## src/rtl/chirp_acq_ctrl_pkg.sv

```systemverilog
// Shared definitions for the per-chirp acquisition sequencer: state encoding,
// default field widths and a small state classification helper.
package chirp_acq_ctrl_pkg;

    localparam int OW_DEF = 14;
    localparam int SW_DEF = 10;
    localparam int NW_DEF = 12;

    typedef enum logic [2:0] {
        ST_IDLE   = 3'd0,
        ST_ARMED  = 3'd1,
        ST_SETTLE = 3'd2,
        ST_ACQ    = 3'd3,
        ST_DONE   = 3'd4
    } state_t;

    function automatic logic is_busy(input state_t s);
        return (s == ST_SETTLE) || (s == ST_ACQ);
    endfunction

endpackage

```

## src/rtl/chirp_acq_ctrl_cnt.sv

```systemverilog
// Loadable down-counter with a terminal flag that is raised while one count
// remains, so the owner can act on the final decrement in the same cycle.
module chirp_acq_ctrl_cnt
    import chirp_acq_ctrl_pkg::*;
#(
    parameter int W = SW_DEF
) (
    input  logic         clk_i,
    input  logic         rst_n_i,
    input  logic         load,
    input  logic [W-1:0] load_val,
    input  logic         dec,
    output logic         last
);

    logic [W-1:0] cnt;

    always_ff @(posedge clk_i or negedge rst_n_i) begin
        if (!rst_n_i) begin
            cnt <= '0;
        end else if (load) begin
            cnt <= load_val;
        end else if (dec && (cnt != '0)) begin
            cnt <= cnt - W'(1);
        end
    end

    assign last = (cnt == W'(1));

endmodule

```

## src/rtl/chirp_acq_ctrl.sv

```systemverilog
// Per-chirp sequencer: discards settling samples after ramp start, then frames
// exactly N decimated samples with valid/last and pulses done.
module chirp_acq_ctrl
    import chirp_acq_ctrl_pkg::*;
#(
    parameter int OW = OW_DEF,
    parameter int SW = SW_DEF,
    parameter int NW = NW_DEF
) (
    input  logic          clk_i,
    input  logic          rst_n_i,
    input  logic          arm_i,
    input  logic          cont_i,
    input  logic          chirp_start_i,
    input  logic [SW-1:0] settle_i,
    input  logic [NW-1:0] nsamp_i,
    input  logic          ds_valid_i,
    input  logic [OW-1:0] ds_data_i,
    output logic          ds_en_o,
    output logic          ds_clr_o,
    output logic [OW-1:0] data_o,
    output logic          valid_o,
    output logic          last_o,
    output logic          busy_o,
    output logic          done_o,
    output logic          overrun_o
);

    state_t state;
    logic   restart;
    logic   latch;
    logic   scnt_last;
    logic   ncnt_last;

    // A ramp start while a frame is in flight (or completing) abandons it.
    assign restart = chirp_start_i && (is_busy(state) || (state == ST_DONE));
    assign latch   = restart || (chirp_start_i && (state == ST_ARMED));

    chirp_acq_ctrl_cnt #(.W(SW)) u_settle_cnt (
        .clk_i    (clk_i),
        .rst_n_i  (rst_n_i),
        .load     (latch),
        .load_val (settle_i),
        .dec      (state == ST_SETTLE),
        .last     (scnt_last)
    );

    chirp_acq_ctrl_cnt #(.W(NW)) u_samp_cnt (
        .clk_i    (clk_i),
        .rst_n_i  (rst_n_i),
        .load     (latch),
        .load_val (nsamp_i),
        .dec      ((state == ST_ACQ) && ds_valid_i),
        .last     (ncnt_last)
    );

    always_ff @(posedge clk_i or negedge rst_n_i) begin
        if (!rst_n_i) begin
            state     <= ST_IDLE;
            ds_en_o   <= 1'b0;
            ds_clr_o  <= 1'b0;
            data_o    <= '0;
            valid_o   <= 1'b0;
            last_o    <= 1'b0;
            busy_o    <= 1'b0;
            done_o    <= 1'b0;
            overrun_o <= 1'b0;
        end else begin
            ds_clr_o <= 1'b0;
            valid_o  <= 1'b0;
            last_o   <= 1'b0;
            done_o   <= 1'b0;

            if (restart) begin
                overrun_o <= 1'b1;
            end else if (arm_i) begin
                overrun_o <= 1'b0;
            end

            if (latch) begin
                if (nsamp_i == '0) begin
                    state   <= ST_DONE;
                    ds_en_o <= 1'b0;
                    busy_o  <= 1'b0;
                end else if (settle_i == '0) begin
                    state    <= ST_ACQ;
                    ds_en_o  <= 1'b1;
                    ds_clr_o <= 1'b1;
                    busy_o   <= 1'b1;
                end else begin
                    state   <= ST_SETTLE;
                    ds_en_o <= 1'b0;
                    busy_o  <= 1'b1;
                end
            end else begin
                case (state)
                    ST_IDLE: begin
                        if (arm_i) state <= ST_ARMED;
                    end
                    ST_ARMED: begin
                    end
                    ST_SETTLE: begin
                        if (scnt_last) begin
                            state    <= ST_ACQ;
                            ds_en_o  <= 1'b1;
                            ds_clr_o <= 1'b1;
                        end
                    end
                    ST_ACQ: begin
                        if (ds_valid_i) begin
                            data_o  <= ds_data_i;
                            valid_o <= 1'b1;
                            if (ncnt_last) begin
                                last_o  <= 1'b1;
                                state   <= ST_DONE;
                                ds_en_o <= 1'b0;
                                busy_o  <= 1'b0;
                            end
                        end
                    end
                    ST_DONE: begin
                        done_o <= 1'b1;
                        state  <= cont_i ? ST_ARMED : ST_IDLE;
                    end
                    default: begin
                        state <= ST_IDLE;
                    end
                endcase
            end
        end
    end

endmodule

```

## config.mk

```make
export PLATFORM = sky130hd
export DESIGN_NAME = chirp_acq_ctrl
export DESIGN_NICKNAME = d
export VERILOG_FILES = /design/src/rtl/chirp_acq_ctrl_pkg.sv /design/src/rtl/chirp_acq_ctrl_cnt.sv /design/src/rtl/chirp_acq_ctrl.sv
export SDC_FILE = /design/constraint.sdc
export NUM_CORES = 1
export LEC_CHECK = 0
export ABC_AREA = 1
export CAP_MARGIN = 10
export CORE_ASPECT_RATIO = 1.4
export CORE_UTILIZATION = 53
export CTS_BUF_LIST = sky130_fd_sc_hd__clkbuf_8
export CTS_CLUSTER_SIZE = 12
export DETAILED_ROUTE_END_ITERATION = 10
export PLACE_DENSITY = 0.84
export SLEW_MARGIN = 30
export SYNTH_ARGS = -nofsm -noshare
export SYNTH_HDL_FRONTEND = slang
export SYNTH_SLANG_ARGS = --single-unit
```

## constraint.sdc

```tcl
create_clock -name clk_i -period 4.8 [get_ports clk_i]
set_clock_uncertainty 0.15 [all_clocks]
set_input_delay 0.48 -clock clk_i [delete_from_list [all_inputs] [get_ports clk_i]]
set_output_delay 0.48 -clock clk_i [all_outputs]
set_load 0.02 [all_outputs]
```

==> flow_summary.toml <==
[outcome]
status = "completed"

[yosys]
syn_inst = 380
yosysWarnings = 0
synthFlopType = "dfrtp_1"
synth_commonest_cells = "nand2_1, nor2_1, dfrtp_1"
synth.area.top_cells = "dfrtp_1, nand2_1, nand3_1"
synth_top_cell_area_share_pct = 42.0
synth.most_common_cell = "nand2_1"
synth.yosys.seq_area_share_pct = 42.0
synth_edf_count = 0
syn_nets = 428
synth_seq_cells = 46
synthesis.area_sq_um = 2740
synthArstFlopShare_pct = 100
synth_top_area_cell = "dfrtp_1"
synth_cell_types = 30
syn_area_per_cell_sq_um = 7.22

[layout]
regArea_sq_um = 1150
drive_above_1_share_pct = 6.11
diodes = 0
nFillCells = 404
multiInputGateArea_sq_um = 1410
fin_nets = 489
final_util_pct = 70.2
area_delta_synth_final_pct = 25.9

[die]
ios = 63
fp.dieW_um = 62.8
die_h_um = 87.1
coreArea_sq_um = 4920
fp-row-count = 30
start_util_pct = 55.8
die_area_sq_um = 5470

[setup_path]
cp.required_ns = 4.17
reg2reg_from = "u_samp_cnt.cnt[5]"
startpoint = "data_o[4]"
crit_path_cell_trace = "clkdlybuf4s50_1"
cp-start-kind = "register"
cp_top_family = "buffers and inverters"
cpPeakStageDelay_ns = 0.63
critPathMaxFanout = 2
crit_buf_inv = 1
critPathCaptureType = "output port"
crit_arrival_ns = 1.30
worstSetupPathType = "register to output port"
critical_path.slowest_cell = "clkdlybuf4s50_1"

[global_routing]
grt_max_degree = 47
grt_pass1_vias = 2582
track_usage_pct = 25.5
antenna_found_initial = 0
grt_pass1_wl_um = 11000
overflow = 0

[drt]
routedWlPerCell_um = 12.8
drc_errors = 0
antenna_left = 0
drtIter0Drc = 165
avgViaCountPerCell = 5.15
first_pass_iters = 4
vias = 2607
wl_um = 6460

[power_and_ir_drop]
peakVddDrop_mv = 0.297
leakage_nw = 1.68
powerDensity_nw_per_um2 = 613

[cts]
cts_resized = 0
h-tree-depth = 2
clk_root_buffer_cell = "clkbuf_8"
clk_path_buf_depth = 2
cts_tree = "built"
path_clk_slew_ns = 0.10
numClockSinks = 46
postCtsHoldBufs = 0
cts_buffers = 5
postCtsSetupBuffers = 0
clock_latency_ns = 0.31

[sta]
worst_slew_pin_slew_ns = 0.582
slew_viol_final = 0
setup_viol = 0
period_share_pct = 40.1
fin_setup_tns_ns = 0
worst_slew_margin_rel_pct = 61.2
hold_viol = 0
fmax_mhz = 519
min_period_ns = 1.93
grt_setup_unrepaired = "false"

[place]
io_buffers = 62
place.gp.congestion = 0.929
post-dp-hpwl_um = 4780

[run]
cap_violations = 0

[min_path]
hp-class = "input port to async pin"
[layer usage]
metal	up-vias	track usage, %	wire (um)
met5	-	0	0
met4	0	11.4	178
met3	14	4.45	230
met2	61	47.1	3460
met1	1218	28.5	2590
li1	1314	-	-
[report_power, final]
part           internal [mW]  switching (mW)  leakage (nW)
clock network          0.103           0.144        0.0441
logic                  0.463           0.684          1.06
registers              0.564           0.159         0.577
total                   1.13           0.987          1.68
[layout by cell type (no fill, tap or decap), types with 2 or more instances in the layout]
master           Yosys  layout
xor2_1               4       4
clkdlybuf4s50_1      0      61
nand2_1            152     152
inv_2                2       2
nor2_2               3       3
clkbuf_8             0       5
ha_1                 6       6
nor2_1              51      51
o21ai_0              5       5
nor2_4               2       2
a21oi_1              2       2
nand3_2              3       3
xnor2_1              6       6
dfrtp_1             46      46
nand4_1              4       4
nand3_1             42      42
o21ai_1              6       6
inv_1               24      24
nand2_2              3       3
nand3b_1             3       3
[registers in the layout, indices dropped and copies added, names as in the netlist]
signal	flops
u_samp_cnt.cnt	12
overrun_o	1
last_o	1
ds_en_o	1
u_settle_cnt.cnt	10
busy_o	1
valid_o	1
state	3
data_o	14
ds_clr_o	1
done_o	1
[cell type report]
type | instances | area share, %
repair buffers | 62 | 17.9
multi-input cells | 299 | 40.8
well taps | 64 | 2.32
clock inverters | 3 | 0.616
flip-flops and latches | 46 | 33.3
inverters | 27 | 3.08
clock buffers | 5 | 1.99
[cells by family after synthesis]
group / share of synthesized area [%]
xor+xnor: 3.19
fa+ha+maj: 2.74
flops: 42.0
simple gates: 42.0
compound gates: 3.38
buf+inv: 6.71
[final timing paths]
kind	endpoint	slack [ns]	cells past startpoint
max	data_o[4]	2.87	1
min in group clk_i	data_o[6]	0.34	2
max in group asynchronous	u_settle_cnt.cnt[7]	4.09	1
max reg2reg	u_samp_cnt.cnt[10]	2.93	7
min reg2reg	data_o[6]	0.34	2
min	u_samp_cnt.cnt[6]	0.003	1
[stage by stage]
step	power (mW)	instance area, sq um	cells	worst slack, ns	hold WS (ns)
after CTS	2.12	3450	506	2.87	0.0364
after floorplan	1.53	2740	380	3.19	0.0344
after global routing	2.31	3450	506	2.79	0.0599
final	2.12	3450	506	2.87	0.00260
after global placement	1.84	3360	498	2.68	0.311
after detailed placement	1.87	3360	498	2.60	0.320
Power figures use the tool's default switching activity.
==> RTL change, RTL diff (same settings) <==
`NW_DEF`: 12 -> 14.
--- a/src/rtl/chirp_acq_ctrl_pkg.sv
+++ b/src/rtl/chirp_acq_ctrl_pkg.sv
@@ -5,5 +5,5 @@
     localparam int OW_DEF = 14;
     localparam int SW_DEF = 10;
-    localparam int NW_DEF = 12;
+    localparam int NW_DEF = 14;
 
     typedef enum logic [2:0] {
Ports: changed (resized nsamp_i); port bits go from 63 to 65. The function was not compared with the original's and may differ.
==> RTL change against the unedited design <==
Total power grew 6.8%; synthesized area grew 5.8%; sequential share of layout area fell by 0.64 points; routed wire length increased by 9.2%; clock power up 22%; highest routed layer unchanged; final area rose by 6.4%; sequential cell count up 2; setup slack worse by 0.012 ns; combinational power rose by 5%.
==> RTL change: results (changes against the unedited design) <==
Compound-cell area share of the yosys netlist: 3.02% (was 3.38%)
Drt pass-1 iters: 4 (unchanged)
Number of global-route vias before repair: 2,661 (was 2,582)
Reg2Reg Capture Point: u_samp_cnt.cnt[4] (was u_samp_cnt.cnt[10])
Dpl ws: 2.55 ns (was 2.60 ns)
Antenna diodes: 0 (unchanged)
Outcome: finished clean (unchanged)
Synth Area in XOR/XNOR: 2.72% (was 3.19%)
Worst setup endpoint: ds_en_o (was data_o[4])
Pleak: 1.80 nW (was 1.68 nW)
Num CTS Buffers: 5 (unchanged)
Dpl hpwl: 5350 um (was 4780 um)
Slew headroom: 59.3% (was 61.2%)
Post-CTS Setup Inserts: 0 (unchanged)
Ys flop type: dfrtp_1 (unchanged)
DP Area: 0.00356 mm2 (was 0.00336 mm2)
RePlAce Congestion: 0.907 (was 0.929)
Mean Syn Cell Area: 6.92 um2 (was 7.22 um2)
DRT Wirelength: 7050 um (was 6460 um)
NetSw: 0.00105 W (was 0.000987 W)
Commonest cells in the netlist: 186 x nand2_1, 52 x nor2_1, 48 x dfrtp_1, 46 x nand3_1, 19 x inv_1 (was 152 x nand2_1, 51 x nor2_1, 46 x dfrtp_1, 42 x nand3_1, 24 x inv_1)
Port buffer count: 64 (was 62)
Bufs on Longest Clock Path: 2 (unchanged)
Register area share after synthesis: 41.4% (was 42.0%)
Clock transition at the registers of the reported paths: 0.09 ns
Final hold slack: 0.0177 ns (was 0.00260 ns)
Reg-to-Reg Start: state[1] (was u_samp_cnt.cnt[5])
Dpl cells: 541 (was 498)
Slowest Stage Delay on Critical Path: 0.60 ns (was 0.63 ns)
Worst setup margin: 2.86 ns (was 2.87 ns)
Synth area leaders: dfrtp_1 41%, nand2_1 24%, nand3_1 7.9% (was dfrtp_1 42%, nand2_1 21%, nand3_1 7.7%)
GR Util All Layers: 25.9% (was 25.5%)
Worst-path maximum fanout: 33 (was 2)
Largest net degree at the start of global routing: 49 (was 47)
Nets: 532 (was 489)
Adder-cell share of the synthesized area: 2.59% (was 2.74%)
Share of cells above drive strength 1: 6.42% (was 6.11%)
Top Registers: data_o: 14 flops, u_samp_cnt.cnt: 14 flops, u_settle_cnt.cnt: 10 flops (was data_o: 14 flops, u_samp_cnt.cnt: 12 flops, u_settle_cnt.cnt: 10 flops)
Worst vdd ir: 0.000336 V (was 0.000297 V)
Worst Setup SP: chirp_start_i (was data_o[4])
Initial antenna violation count: 0 (unchanged)
Worst-Skew Late Latency: 0.30 ns
Synth cell types: 25 (was 30)
CP arrival: 2.04 ns (was 1.30 ns)
Mapped Nets: 469 (was 428)
Synth warnings: 0 (unchanged)
Routed len/inst: 12.8 um (about the same)
HP Class: input pin to async pin (unchanged)
Vias: 2,886 (was 2,607)
H-tree depth: 2 (unchanged)
Global-route wire length before repair: 11,600 um (was 11,000 um)
1st-iter DRT viols: 120 (was 165)
==> RTL change: changes by cell type in the layout (fill, tap and decap cells not counted), sizes merged, moves of 2 or more <==
cell / change
nand2: +38
nand3: +3
nand4: -3
xor2: -3
clkdlybuf4s50: +2
dfrtp: +2
inv: -2
o21ai: +2
xnor2: +2
==> RTL change: power by group through the flow <==
stage | clock [W] | sequential [W] | combinational, W
global placement | 0 | 0.000744 | 0.00117
global route | 0.000319 | 0.000773 | 0.00137
CTS | 0.000309 | 0.000747 | 0.00121
finish | 0.000301 | 0.000751 | 0.00121
floorplan | 0 | 0.000797 | 0.000807
detailed placement | 0 | 0.000754 | 0.00121
==> RTL change: metal layers <==
metal	wire [um]	track usage, %
met1	2880	29.6
met2	3730	47.9
met3	253	3.32
met4	185	11.9
met5	0	0
==> RTL change: layout make-up <==
class                   count  area (um2)
fillers                   428        1560
multi-input cells         338        1540
flip-flops and latches     48        1200
repair buffers             64         638
inverters                  25        96.3
well taps                  66        82.6
clock buffers               5        68.8
clock inverters             3        47.5
